--- config.mk ---
export PLATFORM = sky130hd
export DESIGN_NAME = frame_demux
export DESIGN_NICKNAME = d
export VERILOG_FILES = /design/src/rtl/frame_demux_pkg.sv /design/src/rtl/frame_demux_rdreg_serialiser.sv /design/src/rtl/frame_demux.sv
export SDC_FILE = /design/constraint.sdc
export NUM_CORES = 1
export LEC_CHECK = 0
export CORE_ASPECT_RATIO = 1.4
export CORE_MARGIN = 2
export CORE_UTILIZATION = 45
export DETAILED_ROUTE_END_ITERATION = 7
export GPL_TIMING_DRIVEN = 0
export PLACE_DENSITY = 0.77
export SETUP_SLACK_MARGIN = 0.2
export SYNTH_ARGS = -nofsm -noshare
export SYNTH_HDL_FRONTEND = slang
export SYNTH_SLANG_ARGS = --single-unit
--- constraint.sdc ---
create_clock -name clk -period 23.3 [get_ports clk]
set_input_delay 4.66 -clock clk [delete_from_list [all_inputs] [get_ports clk]]
set_output_delay 4.66 -clock clk [all_outputs]
set_load 0.01 [all_outputs]
--- src/rtl/frame_demux_pkg.sv ---
// Shared frame-format definitions for the frame builder and the receive-side demux.
package frame_demux_pkg;

  // Aurora IDLE pattern carried on the data path.
  localparam logic [63:0] IDLE_FRAME = 64'h1E00_0000_0000_0000;

  // Service frame headers in bits [63:56].
  localparam logic [7:0] HDR_AR  = 8'hB4;  // auto-read pair
  localparam logic [7:0] HDR_RR1 = 8'h99;  // one register read + auto-read slot 0
  localparam logic [7:0] HDR_RR2 = 8'hD2;  // two register reads
  localparam logic [7:0] HDR_CB  = 8'h78;  // channel bonding

  // Service frames per auto-read sweep; each carries two slots.
  localparam int SVC_FRAMES = 4;
  localparam int AR_SLOTS   = 2 * SVC_FRAMES;

  // One auto-read slot: {addr[9:0], data[15:0]}.
  typedef logic [25:0] autoread_t;

  // Single register-read result as emitted on the rdreg stream (address bit 9 dropped).
  typedef struct packed {
    logic [8:0]  addr;
    logic [15:0] data;
  } rdreg_t;

endpackage

--- src/rtl/frame_demux_rdreg_serialiser.sv ---
// Two-entry register-read buffer: the output stage plus one pending entry.
// A load is accepted only when no entry is still waiting to be emitted.
module rdreg_serialiser
  import frame_demux_pkg::*;
(
  input  logic   clk,
  input  logic   reset,
  input  logic   i_load1,
  input  logic   i_load2,
  input  rdreg_t i_rd_a,
  input  rdreg_t i_rd_b,
  output logic   o_ovf,
  output logic   o_dv,
  output rdreg_t o_rd
);

  logic   r_pend;
  logic   r_dv;
  rdreg_t r_buf;
  rdreg_t r_out;
  logic   w_load;
  logic   w_accept;

  assign w_load   = i_load1 | i_load2;
  // Entry already on the output has been emitted; only a waiting entry blocks new reads.
  assign o_ovf    = w_load & r_pend;
  assign w_accept = w_load & ~r_pend;
  assign o_dv     = r_dv;
  assign o_rd     = r_out;

  // First result bypasses straight to the output; a second waits one cycle in r_buf.
  always_ff @(posedge clk or posedge reset) begin
    if (reset) begin
      r_pend <= 1'b0;
      r_dv   <= 1'b0;
      r_buf  <= '0;
      r_out  <= '0;
    end else if (w_accept) begin
      r_dv   <= 1'b1;
      r_out  <= i_rd_a;
      r_buf  <= i_rd_b;
      r_pend <= i_load2;
    end else if (r_pend) begin
      r_dv   <= 1'b1;
      r_out  <= r_buf;
      r_pend <= 1'b0;
    end else begin
      r_dv   <= 1'b0;
    end
  end

endmodule

--- src/rtl/frame_demux.sv ---
// Receive-side frame classifier: forwards hits, tracks auto-read shadow
// registers and hands commanded register reads to the serialiser.
module frame_demux
  import frame_demux_pkg::*;
#(
  parameter bit DROP_IDLE = 1'b1
) (
  input  logic                          clk,
  input  logic                          reset,
  input  logic [63:0]                   data_in,
  input  logic                          data_in_valid,
  input  logic                          data_in_service,
  output logic [63:0]                   hit_out,
  output logic                          hit_out_valid,
  output logic                          rdreg_dv,
  output logic [8:0]                    rdreg_addr,
  output logic [15:0]                   rdreg_data,
  output autoread_t [AR_SLOTS-1:0]      auto_read,
  output logic [AR_SLOTS-1:0]           auto_read_upd,
  output logic                          cb_seen,
  output logic                          idle_seen,
  output logic                          frame_err
);

  logic [1:0]                r_idx;
  logic [1:0]                w_idx_nxt;
  logic [1:0]                w_idx_inc;
  logic [7:0]                w_hdr;
  autoread_t                 w_hi;
  autoread_t                 w_lo;
  logic                      w_hit;
  logic                      w_idle;
  logic                      w_cb;
  logic                      w_err;
  logic                      w_ld1;
  logic                      w_ld2;
  logic                      w_ovf;
  logic [AR_SLOTS-1:0]       w_upd;
  autoread_t [AR_SLOTS-1:0]  w_slot;
  rdreg_t                    w_rd_a;
  rdreg_t                    w_rd_b;
  rdreg_t                    w_rd;

  assign w_hdr = data_in[63:56];
  assign w_hi  = data_in[51:26];
  assign w_lo  = data_in[25:0];
  assign w_idx_inc = (r_idx == 2'(SVC_FRAMES - 1)) ? r_idx : r_idx + 2'd1;

  // Read results: A from the upper field, B from the lower field.
  assign w_rd_a = '{addr: w_hi[24:16], data: w_hi[15:0]};
  assign w_rd_b = '{addr: w_lo[24:16], data: w_lo[15:0]};

  // Classify the incoming frame and work out slot writes and the next service index.
  always_comb begin
    w_hit     = 1'b0;
    w_idle    = 1'b0;
    w_cb      = 1'b0;
    w_err     = 1'b0;
    w_ld1     = 1'b0;
    w_ld2     = 1'b0;
    w_upd     = '0;
    w_slot    = '0;
    w_idx_nxt = r_idx;
    if (data_in_valid && !data_in_service) begin
      w_idx_nxt = '0;
      if (data_in == IDLE_FRAME) begin
        w_idle = 1'b1;
        w_hit  = !DROP_IDLE;
      end else begin
        w_hit  = 1'b1;
      end
    end else if (data_in_valid) begin
      w_idx_nxt = w_idx_inc;
      case (w_hdr)
        HDR_AR: begin
          w_upd[{r_idx, 1'b0}]  = 1'b1;
          w_upd[{r_idx, 1'b1}]  = 1'b1;
          w_slot[{r_idx, 1'b0}] = w_hi;
          w_slot[{r_idx, 1'b1}] = w_lo;
        end
        HDR_RR1: begin
          if (r_idx == 2'd0) begin
            w_ld1     = 1'b1;
            w_upd[0]  = 1'b1;
            w_slot[0] = w_lo;
          end else begin
            w_err = 1'b1;
          end
        end
        HDR_RR2: begin
          if (r_idx == 2'd0) w_ld2 = 1'b1;
          else               w_err = 1'b1;
        end
        HDR_CB: begin
          w_cb      = 1'b1;
          w_idx_nxt = '0;
        end
        default: w_err = 1'b1;
      endcase
    end
  end

  // Register all classifier outputs, the shadow slots and the service index.
  always_ff @(posedge clk or posedge reset) begin
    if (reset) begin
      r_idx         <= '0;
      hit_out       <= '0;
      hit_out_valid <= 1'b0;
      idle_seen     <= 1'b0;
      cb_seen       <= 1'b0;
      frame_err     <= 1'b0;
      auto_read_upd <= '0;
      auto_read     <= '0;
    end else begin
      r_idx         <= w_idx_nxt;
      hit_out_valid <= w_hit;
      if (w_hit) hit_out <= data_in;
      idle_seen     <= w_idle;
      cb_seen       <= w_cb;
      frame_err     <= w_err | w_ovf;
      auto_read_upd <= w_upd;
      for (int k = 0; k < AR_SLOTS; k++) begin
        if (w_upd[k]) auto_read[k] <= w_slot[k];
      end
    end
  end

  rdreg_serialiser u_rdreg (
    .clk     (clk),
    .reset   (reset),
    .i_load1 (w_ld1),
    .i_load2 (w_ld2),
    .i_rd_a  (w_rd_a),
    .i_rd_b  (w_rd_b),
    .o_ovf   (w_ovf),
    .o_dv    (rdreg_dv),
    .o_rd    (w_rd)
  );

  assign rdreg_addr = w_rd.addr;
  assign rdreg_data = w_rd.data;

endmodule
==> summary.md <==
| Metric | Value |
|---|---|
| Critical path fanouts, max | 10 |
| P_sw | a little over 300 uW |
| Total negative slack | 0 ns |
| Achievable frequency | about 140 MHz |
| Kind of start point of the critical path | input port |
| DRT Pass-1 Iters | 4 |
| Post-CTS setup buffer count | 0 |
| Distinct cells, synth | 38 |
| Min Tclk post-route | between 7 and 8 ns |
| Setup crit end kind | flip-flop |
| Clock skew | around 0.012 ns |
| Clock root buffer | clkbuf_16 |
| Number of synthesized register bits | about 340 |
| Max-slew violation count | 0 |
| Layout cells sized above 1 | between 30 and 40% |
| Sequential power share | between 40% and 50% |
| Non-filler cells, final | roughly 1700 |
| WP data arrival | around 7.4 ns |
| CTS tree | done |
| Initial DRC Count | between 300 and 400 |
| ANT nets after route | 0 |
| Row cnt | 75 |
| Clk slew on worst S/H paths | around 0.06 ns |
| Max H-tree Level | 2 |
| Maximum root-to-sink buffer count | 3 |
| CP Launch Point | data_in[20] |
| Net count, final | approximately 1300 |
| Origin of the critical flop-to-flop path | r_idx[1] |
| Worst EP required | between 20 and 25 ns |
| DIE AREA | 31470 um2 |
| Worst slew margin | 53.06% |
| Max incr delay on CP | between 0.7 and 0.8 ns |
| Commonest non-fill, non-tap cell in the layout | clkdlybuf4s50_1 |
| Buffers added on ports | ~380 |
| Async set-reset flop share out of synthesis | 100.0% |
| Most frequent cells in the layout | clkdlybuf4s50_1 (377), dfrtp_1 (335), mux2_2 (235), mux2_4 (49), clkbuf_16 (35) |
| Clock sink count | 335 |
| First-pass GRT wire length | around 60000 um |
| CP Class | in -> reg |
| Hold_sp | u_rdreg.r_buf[22] |
| CP cell instances | clkdlybuf4s50_1 -> nor4_1 -> nand4_1 -> nor4_2 -> nor3b_1 -> buf_4 -> buf_6 -> mux2_4 |
| FILL cells | between 2000 and 2500 |
| Fraction of power spent switching nets | around a quarter |
| Vias in the first global route | 9228 |
| Syn Nets | 920 |
| Top_reg_cell synth | dfrtp_1 |
| Inserted Clock Buffers | 34 |
| Hold buffer count at CTS | 0 |
| Critical path's slowest cell | nor4_1 |
| Clk network pwr share | between 40% and 50% |
| GRT Total Usage | 24.93% |
| # IOs | ~380 |
| Multi-input logic area | 4721 um2 |
| Combinational group share of total power | between 10% and 20% |
| Status | complete, no violations |
| Initial cell density of the core | a little under half |
| Setup-failing EPs final | 0 |
| Max_cap viols | 0 |
| Flip-flop and latch area | about 8400 um2 |
| Die span in y | 209.1 um |
| Post-detail-place hpwl | approximately 28000 um |
| Synth warn | 0 |
| Final period utilization | a little under a third |
| Area growth, synth to finish | 39.60% |
| Placed cells | 1612 |
| Internal power | a little under 1000 uW |
| Leak | between 0.008 and 0.009 uW |
| Routed WL | between 30000 and 40000 um |
| Cells after Synth | about 850 |
| Syn Area/Cell | around 16 um2 |
| Seq/Total Area, Yosys | about three fifths |
| Worst Tran Pin Value | between 0.6 and 0.7 ns |
| DRC viols | 0 |
| Routed vias/inst | approximately 5.3 |
| Peak supply drop | between 0.05 and 0.06 mV |
| HP Class | reg -> reg |
| Largest net degree at the start of global routing | 130 |
| PostCTS Resize Cnt | 0 |
| PD cells | about 68 nW/um2 |
| Mapped Area | roughly 14000 um2 |
| Core Region | ~30000 um2 |
| Wire per inst | between 20 and 25 um |
| RSZ-0062 raised after global routing | false |
| Final hold vios | 0 |
| Final GP Congestion | roughly 0.8 |
| Chip width | 150.5 um |
| Initial antenna violation count | 0 |
| Post-synth EDFFs | 0 |
| Via count | 8781 |
| Clk_lat worst skew | roughly 0.51 ns |
| GRT overflow | 0 |
-- critical path: cells and delay by family --
kind          cells  cell delay [ns]
buf+inv           3             1.07
simple gates      4             1.36
mux               1             0.31
-- synthesized netlist by cell type, types with 4 or more instances --
master    number  share of area [%]
a22o_1        27                1.7
buf_2          7               0.26
buf_4         10               0.56
buf_6         22                1.8
clkbuf_1       7               0.19
dfrtp_1      335                 62
ha_1           4               0.37
inv_1          9               0.25
mux2_1        14                1.2
mux2_2       235                 20
mux2_4        49                5.4
mux2i_1       26                1.9
nand2_1       27               0.75
nand4_1        5               0.23
nor4_1        14               0.65
o21ai_0       25               0.93
-- power groups by stage --
stage	Sequential, uW	Clock, uW	Combinational (uW)
6_report	621	516	145
5_1_grt	624	551	155
3_3_place_gp	630	0	143
2_1_floorplan	641	0	47.5
3_5_place_dp	631	0	147
4_1_cts	621	528	148
-- cell type report --
| cell class | instances | area share (%) |
|---|---|---|
| clock buffer | 51 | 5.276 |
| clock inverter | 7 | 0.2055 |
| timing repair buffer | 379 | 20.28 |
| antenna | 1 | 0.01326 |
| multi-input combinational | 458 | 25.01 |
| tap | 385 | 2.552 |
| inverter | 9 | 0.2187 |
| sequential | 335 | 44.41 |
| buffer | 46 | 2.035 |
-- layer usage --
metal / vias up / part of all wire (%) / GRT usage (%)
met1: 4565 / 39 / 30.80
met4: 0 / 2.8 / 7.547
met3: 55 / 6.9 / 6.157
li1: 3864 / - / -
met2: 297 / 51 / 42.92
met5: - / 0 / 0
-- state kept, by name (all words and copies together) (netlist names) --
name and flops:
u_rdreg.o_dv 1, hit_out 64, frame_err 1, idle_seen 1
u_rdreg.r_buf 25, hit_out_valid 1, auto_read 208, r_idx 2
u_rdreg.o_rd 25, auto_read_upd 5, u_rdreg.r_pend 1, cb_seen 1
-- metrics by stage --
step           util, %  total power [uW]  setup WS (ns)  cell area [um2]  hold WS, ns
6_report         63.46              1283          16.25            18880       0.4753
5_1_grt          63.45              1329          16.19            18870       0.4929
4_1_cts          63.45              1297          16.29            18870       0.4789
3_5_place_dp     59.97             777.9          15.75            17840       0.4650
3_3_place_gp     59.76             773.9          5.373            17780       0.4583
2_1_floorplan        -             688.4          9.358            13520       0.4460
-- cells by family after synthesis --
logic type	Yosys count	synth area share, %
DFF	335	62.00
buffers and inverters	55	3.091
and+or+nand+nor	73	3.304
AOI/OAI and AO/OA	57	3.137
adders and majority gates	4	0.3701
muxes	324	28.10
-- final timing paths --
| path | slack [ns] | depth (start not counted) | end |
|---|---|---|---|
| min reg2reg | 0.48 | 2 | u_rdreg.o_rd[22] |
| min | 0.48 | 2 | u_rdreg.o_rd[22] |
| max reg2reg | 21.04 | 6 | u_rdreg.r_buf[0] |
| min in group asynchronous | 4.67 | 2 | auto_read_upd[5] |
| max in group asynchronous | 17.50 | 3 | auto_read[73] |
| max | 16.25 | 8 | hit_out[27] |
Note: power is estimated with default switching activity, not from simulation.
